==> config.mk <==
export PLATFORM = sky130hd
export DESIGN_NAME = lmul
export DESIGN_NICKNAME = d
export VERILOG_FILES = /design/src/rtl/lmul.sv
export SDC_FILE = /design/constraint.sdc
export NUM_CORES = 1
export LEC_CHECK = 0
export ABC_CLOCK_PERIOD_IN_PS = 7500
export BUFFER_PORTS_ARGS = -buffer_cell sky130_fd_sc_hd__buf_2
export CAP_MARGIN = 10
export CORE_MARGIN = 2
export CORE_UTILIZATION = 40
export DETAILED_ROUTE_END_ITERATION = 8
export SLEW_MARGIN = 20
export SYNTH_ARGS = -nofsm -noshare
export SYNTH_HDL_FRONTEND = slang
export SYNTH_SLANG_ARGS = --single-unit
==> constraint.sdc <==
create_clock -name clk -period 7.5 [get_ports clk]
set_input_delay 0 -clock clk [delete_from_list [all_inputs] [get_ports clk]]
set_output_delay 0 -clock clk [all_outputs]
set_load 0.01 [all_outputs]
==> src/rtl/lmul.sv <==
// lmul: iterative signed multiply-accumulate, result = quotient * denominator + remainder.
// Optional LMUL_EARLY_TERM_EN: MUL exits once the shifted multiplier runs out of set bits.
module lmul #(
  parameter int QUOTIENT_WIDTH    = 24,
  parameter int DENOMINATOR_WIDTH = 20,
  parameter int NUMERATOR_WIDTH   = 24,
  localparam int RESULT_WIDTH     =
    QUOTIENT_WIDTH + DENOMINATOR_WIDTH + 1
) (
  input  logic                         clk,
  input  logic                         resetb,
  input  logic [QUOTIENT_WIDTH-1:0]    quotient_in,
  input  logic [DENOMINATOR_WIDTH-1:0] denominator_in,
  input  logic [NUMERATOR_WIDTH-1:0]   remainder_in,
  input  logic                         in_valid,
  output logic                         in_ready,
  output logic [RESULT_WIDTH-1:0]      result_out,
  output logic                         out_valid,
  input  logic                         out_ready
);

  localparam int QW = QUOTIENT_WIDTH;
  localparam int RW = RESULT_WIDTH;
  localparam int CW = $clog2(QUOTIENT_WIDTH);

  typedef enum logic [1:0] {
    IDLE,
    MUL,
    FIXUP,
    DONE
  } state_t;

  state_t          state_q, state_d;
  logic [QW-1:0]   mplier_q, mplier_d;
  logic [RW-1:0]   mcand_q, mcand_d;
  logic [RW-1:0]   acc_q, acc_d;
  logic [RW-1:0]   rem_q, rem_d;
  logic [RW-1:0]   result_q, result_d;
  logic [CW-1:0]   count_q, count_d;
  logic            neg_q, neg_d;
  logic            in_ready_q, in_ready_d;
  logic            out_valid_q, out_valid_d;

  logic [QW-1:0]   q_abs;
  logic            accept;
  logic            mul_last;

  // Magnitude of the quotient; the most negative value maps to 2^(Q-1) unsigned.
  always_comb begin
    q_abs = quotient_in;
    if (quotient_in[QW-1]) begin
      q_abs = ~quotient_in + QW'(1);
    end
  end

  assign accept = in_valid & in_ready_q;

  // Last shift-add step: fixed count, or early once no multiplier bits remain.
  always_comb begin
    mul_last = (count_q == CW'(QW-1));
`ifdef LMUL_EARLY_TERM_EN
    if (mplier_q[QW-1:1] == '0) begin
      mul_last = 1'b1;
    end
`else
    mul_last = mul_last;
`endif
  end

  // Next-state and datapath update for the shift-add sequencer.
  always_comb begin
    state_d     = state_q;
    mplier_d    = mplier_q;
    mcand_d     = mcand_q;
    acc_d       = acc_q;
    rem_d       = rem_q;
    result_d    = result_q;
    count_d     = count_q;
    neg_d       = neg_q;
    in_ready_d  = in_ready_q;
    out_valid_d = out_valid_q;
    unique case (state_q)
      IDLE: begin
        in_ready_d = 1'b1;
        if (accept) begin
          mplier_d   = q_abs;
          mcand_d    = RW'(denominator_in);
          acc_d      = '0;
          neg_d      = quotient_in[QW-1];
          rem_d      = RW'($signed(remainder_in));
          count_d    = '0;
          in_ready_d = 1'b0;
          state_d    = MUL;
`ifdef LMUL_EARLY_TERM_EN
          if (q_abs == '0) begin
            state_d = FIXUP;
          end
`endif
        end
      end
      MUL: begin
        if (mplier_q[0]) begin
          acc_d = acc_q + mcand_q;
        end
        mcand_d  = mcand_q << 1;
        mplier_d = mplier_q >> 1;
        count_d  = count_q + CW'(1);
        if (mul_last) begin
          state_d = FIXUP;
        end
      end
      FIXUP: begin
        result_d    = (neg_q ? -acc_q : acc_q) + rem_q;
        out_valid_d = 1'b1;
        state_d     = DONE;
      end
      DONE: begin
        if (out_ready) begin
          out_valid_d = 1'b0;
          in_ready_d  = 1'b1;
          state_d     = IDLE;
        end
      end
      default: state_d = IDLE;
    endcase
  end

  // State and datapath registers; reset abandons any operation in flight.
  always_ff @(posedge clk or negedge resetb) begin
    if (!resetb) begin
      state_q     <= IDLE;
      mplier_q    <= '0;
      mcand_q     <= '0;
      acc_q       <= '0;
      rem_q       <= '0;
      result_q    <= '0;
      count_q     <= '0;
      neg_q       <= 1'b0;
      in_ready_q  <= 1'b0;
      out_valid_q <= 1'b0;
    end else begin
      state_q     <= state_d;
      mplier_q    <= mplier_d;
      mcand_q     <= mcand_d;
      acc_q       <= acc_d;
      rem_q       <= rem_d;
      result_q    <= result_d;
      count_q     <= count_d;
      neg_q       <= neg_d;
      in_ready_q  <= in_ready_d;
      out_valid_q <= out_valid_d;
    end
  end

  assign in_ready   = in_ready_q;
  assign out_valid  = out_valid_q;
  assign result_out = result_q;

endmodule

==> impl_results.html <==
<table>
<tr><th>Metric</th><th>Value</th></tr>
<tr><th colspan="2">Timing</th></tr>
<tr><td>Final setup slack of the worst path</td><td>2.46 ns</td></tr>
<tr><td>Pins over their slew limit</td><td>0</td></tr>
<tr><td>Minimum clock period after layout</td><td>5.04 ns</td></tr>
<tr><td>Fraction of the cycle the final worst path needs</td><td>67.3%</td></tr>
<tr><td>Post-route clock skew</td><td>0.00748 ns</td></tr>
<tr><td>RSZ-0062 raised after global routing</td><td>no</td></tr>
<tr><td>Highest clock frequency the design can meet</td><td>198 MHz</td></tr>
<tr><td>Transition time at the pin with the least slew margin</td><td>0.952 ns</td></tr>
<tr><td>Endpoints failing hold</td><td>0</td></tr>
<tr><td>Sum Neg Setup Slack</td><td>0 ns</td></tr>
<tr><td>Worst max-slew margin expressed relative to the limit</td><td>36.5%</td></tr>
<tr><td>Number of setup violations in the final report</td><td>0</td></tr>
<tr><th colspan="2">Logic synthesis</th></tr>
<tr><td>Post-synthesis cell count</td><td>1512</td></tr>
<tr><td>Number of synthesized flops with an enable pin</td><td>0</td></tr>
<tr><td>Proportion of synthesized chip area in sequential cells</td><td>35.1%</td></tr>
<tr><td>Post-Syn Area</td><td>0.0137 mm²</td></tr>
<tr><td>Yosys Warn Count</td><td>0</td></tr>
<tr><td>Async set or reset register ratio after synthesis</td><td>100%</td></tr>
<tr><td>Post-Syn Area per Cell</td><td>9.09 µm²</td></tr>
<tr><td>Primary flip-flop cell chosen by synthesis mapping</td><td>dfrtp_1</td></tr>
<tr><td>Number of distinct library cell variants in the gate-level netlist after synthesis</td><td>73</td></tr>
<tr><td>Post-synthesis sequential element count</td><td>193</td></tr>
<tr><td>Net Count, Synth</td><td>1684</td></tr>
<tr><th colspan="2">Detailed routing</th></tr>
<tr><td>Remaining DRCs</td><td>0</td></tr>
<tr><td>Mean number of vias per cell</td><td>5.46</td></tr>
<tr><td>Avg WL per Cell</td><td>16.1 µm</td></tr>
<tr><td>Vias after detailed routing</td><td>11500</td></tr>
<tr><td>Routed Wire Length</td><td>33700 µm</td></tr>
<tr><td>Starting DRC count in detailed routing</td><td>689</td></tr>
<tr><td>Final ANT Viol Nets</td><td>0</td></tr>
<tr><td>Drt first pass iters</td><td>5</td></tr>
<tr><th colspan="2">Floorplan</th></tr>
<tr><td>Total die area</td><td>0.0359 mm²</td></tr>
<tr><td>Starting density of the core</td><td>40.8%</td></tr>
<tr><td>Die extent in x</td><td>189 µm</td></tr>
<tr><td>Boundary pin count</td><td>119</td></tr>
<tr><td>Chip height</td><td>189 µm</td></tr>
<tr><td>Std cell rows</td><td>67</td></tr>
<tr><td>Core area</td><td>0.0337 mm²</td></tr>
<tr><th colspan="2">Critical path</th></tr>
<tr><td>Master of the slowest instance on the critical path</td><td>or4_4</td></tr>
<tr><td>Worst Setup Start Kind</td><td>flip-flop</td></tr>
<tr><td>Maximum fanout count along the critical path</td><td>8</td></tr>
<tr><td>Largest incremental delay on the critical path</td><td>0.58 ns</td></tr>
<tr><td>Critical path class</td><td>flip-flop to flip-flop</td></tr>
<tr><td>Worst Setup End Kind</td><td>flip-flop</td></tr>
<tr><td>Data arrival time of the critical path</td><td>5.38 ns</td></tr>
<tr><td>Required @ worst endpoint</td><td>7.84 ns</td></tr>
<tr><td>Critical path, cell by cell</td><td>or4_4, or4b_4, or3_4, nand2b_4, nand2b_4, nand2b_4, o31ai_1, xnor2_1, ha_1, a21o_1, a21o_1, a21o_1, a31o_2, a31o_2, a31oi_1, a21oi_1, xor2_1, mux2_2</td></tr>
<tr><th colspan="2">Clocking</th></tr>
<tr><td>Level count of the clock H-tree</td><td>4</td></tr>
<tr><td>Clk sink count</td><td>193</td></tr>
<tr><td>Clock latency on the worst-skew pair</td><td>0.45 ns</td></tr>
<tr><td>CTS tree</td><td>done</td></tr>
<tr><td>Bufs on Longest Clock Path</td><td>2</td></tr>
<tr><td>Buffers inserted during post-CTS setup optimization</td><td>0</td></tr>
<tr><td>Number of cells upsized or downsized after cts</td><td>0</td></tr>
<tr><td>Clock Tree Root</td><td>clkbuf_16</td></tr>
<tr><td>TritonCTS Buffers</td><td>17</td></tr>
<tr><td>Clock-pin slew of the registers on the worst-case setup and hold paths</td><td>0.07 ns</td></tr>
<tr><td>Quantity of hold-fixing buffers added after cts</td><td>59</td></tr>
<tr><th colspan="2">GRT</th></tr>
<tr><td>Overflow left after global routing</td><td>0</td></tr>
<tr><td>Number of global-route vias before repair</td><td>10900</td></tr>
<tr><td>Global routing usage summed across all routing layers</td><td>19.1%</td></tr>
<tr><td>Maximum number of pins on one net before global-route repair</td><td>130</td></tr>
<tr><td>Global-route wire length before repair</td><td>55800 µm</td></tr>
<tr><td>Antenna violations before repair</td><td>0</td></tr>
<tr><th colspan="2">Finish</th></tr>
<tr><td>Area of the multi-input gates</td><td>0.00855 mm²</td></tr>
<tr><td>Final Cell Area</td><td>0.0159 mm²</td></tr>
<tr><td>Filler instances</td><td>3219</td></tr>
<tr><td>P&amp;R area growth vs syn</td><td>15.8%</td></tr>
<tr><td>Final-stage net count</td><td>1812</td></tr>
<tr><td>Fraction of final layout cells sized beyond drive strength 1</td><td>14.6%</td></tr>
<tr><td>Area used by sequential logic in the layout</td><td>0.00483 mm²</td></tr>
<tr><td>Antenna diode count</td><td>0</td></tr>
<tr><th colspan="2">Placement</th></tr>
<tr><td>Routability cong.</td><td>0.871</td></tr>
<tr><td>Placed wire-length estimate</td><td>25100 µm</td></tr>
<tr><td>Pre-CTS WS</td><td>2.48 ns</td></tr>
<tr><td>Buffers added on ports</td><td>118</td></tr>
<tr><td>Instance area at placement</td><td>0.0147 mm²</td></tr>
<tr><th colspan="2">Outcome</th></tr>
<tr><td>Result of the run</td><td>finished clean</td></tr>
<tr><th colspan="2">Worst hold path</th></tr>
<tr><td>Worst hold-check path type</td><td>input pin to flip-flop</td></tr>
<tr><th colspan="2">Flow run</th></tr>
<tr><td>Number of max-cap violations</td><td>0</td></tr>
</table>
==> final cells by class <==
cell class	count	area share (%)
clock inverter	13	1.16
inverter	27	0.637
multi-input combinational	1215	53.7
clock buffer	18	2.76
timing repair buffer	186	7.91
tap	448	3.52
sequential	193	30.3
==> flip-flops by register name, indices dropped and copies added, names as in the netlist <==
name / cells
acc_q: 45
mcand_q: 45
result_out: 45
mplier_q: 24
rem_q: 24
count_q: 5
state_q: 2
in_ready: 1
neg_q: 1
out_valid: 1
==> per-layer routing <==
layer  up-vias  track usage (%)  share of wire (%)
met4         0             4.65                1.4
met2       212             30.1                 44
li1       5815                -                  -
met3        29             3.08                3.8
met5         -                0                  0
met1      5419             27.3                 51
==> cells by family after synthesis <==
group,after synthesis,synth area share [%]
XOR/XNOR,138,8.79
AO/OA/AOI/OAI,501,23.4
flip-flops,193,35.1
multiplexers,86,6.78
AND/OR/NAND/NOR,390,13.8
adder cells (fa/ha/maj),100,9.21
buffers and inverters,104,2.85
==> cells in the final DEF (no fill, tap or decap), types with 13 or more instances in the layout <==
cell type	n
mux2i_1	29
o21bai_1	16
xnor2_1	91
dfrtp_1	193
a21oi_1	104
nand4_1	21
o31ai_1	23
a21o_1	62
o21ai_0	151
clkbuf_16	17
dlygate4sd3_1	59
xor2_1	47
mux2_2	57
a22o_1	31
nor2_1	79
inv_1	27
nand2_1	169
buf_2	117
nand3_1	22
ha_1	96
nor3_1	15
a31oi_1	16
o41ai_1	13
==> metrics by stage <==
stage,cells,utilization [%],hold WS (ns)
2_1_floorplan,1512,-,-0.296
6_report,2100,47.2,0.0182
3_3_place_gp,2010,43.6,0.233
5_1_grt,2100,47.2,0.0718
3_5_place_dp,2010,43.6,0.236
4_1_cts,2100,47.2,0.00756
==> critical path: cells and delay by family (launching register included) <==
kind                       cells  cell delay (ns)
adders and majority gates      1             0.35
xor gates and xnor gates       2             0.33
muxes                          1             0.26
AOI/OAI and AO/OA              8             1.55
and+or+nand+nor                6             2.00
DFF                            1             0.45
==> cells in the mapped netlist, drive strengths merged, types with 29 or more instances <==
library cell,number,area share [%]
xor2,47,3.0
nor2,79,2.2
ha,98,8.9
a22o,31,2.0
mux2i,29,2.1
a21o,62,3.4
nand2,169,4.6
xnor2,91,5.8
mux2,57,4.7
clkbuf,65,1.8
o21ai,158,5.8
dfrtp,193,35
a21oi,105,3.8
==> worst paths after layout <==
check	startpoint	endpoint	slack, ns	cells after the start
worst max-delay path	acc_q[9]	result_out[42]	2.46	18
worst min-delay path	quotient_in[5]	mplier_q[5]	0.02	5
worst max register to register	acc_q[9]	result_out[42]	2.46	18
worst min register to register	mplier_q[1]	mplier_q[1]	0.48	2
max in group asynchronous	resetb	mcand_q[38]	5.85	3
min in group asynchronous	resetb	rem_q[11]	0.27	2
Power is not shown: default switching activity piles up to over one toggle a cycle in this logic, so the estimate is an artifact.
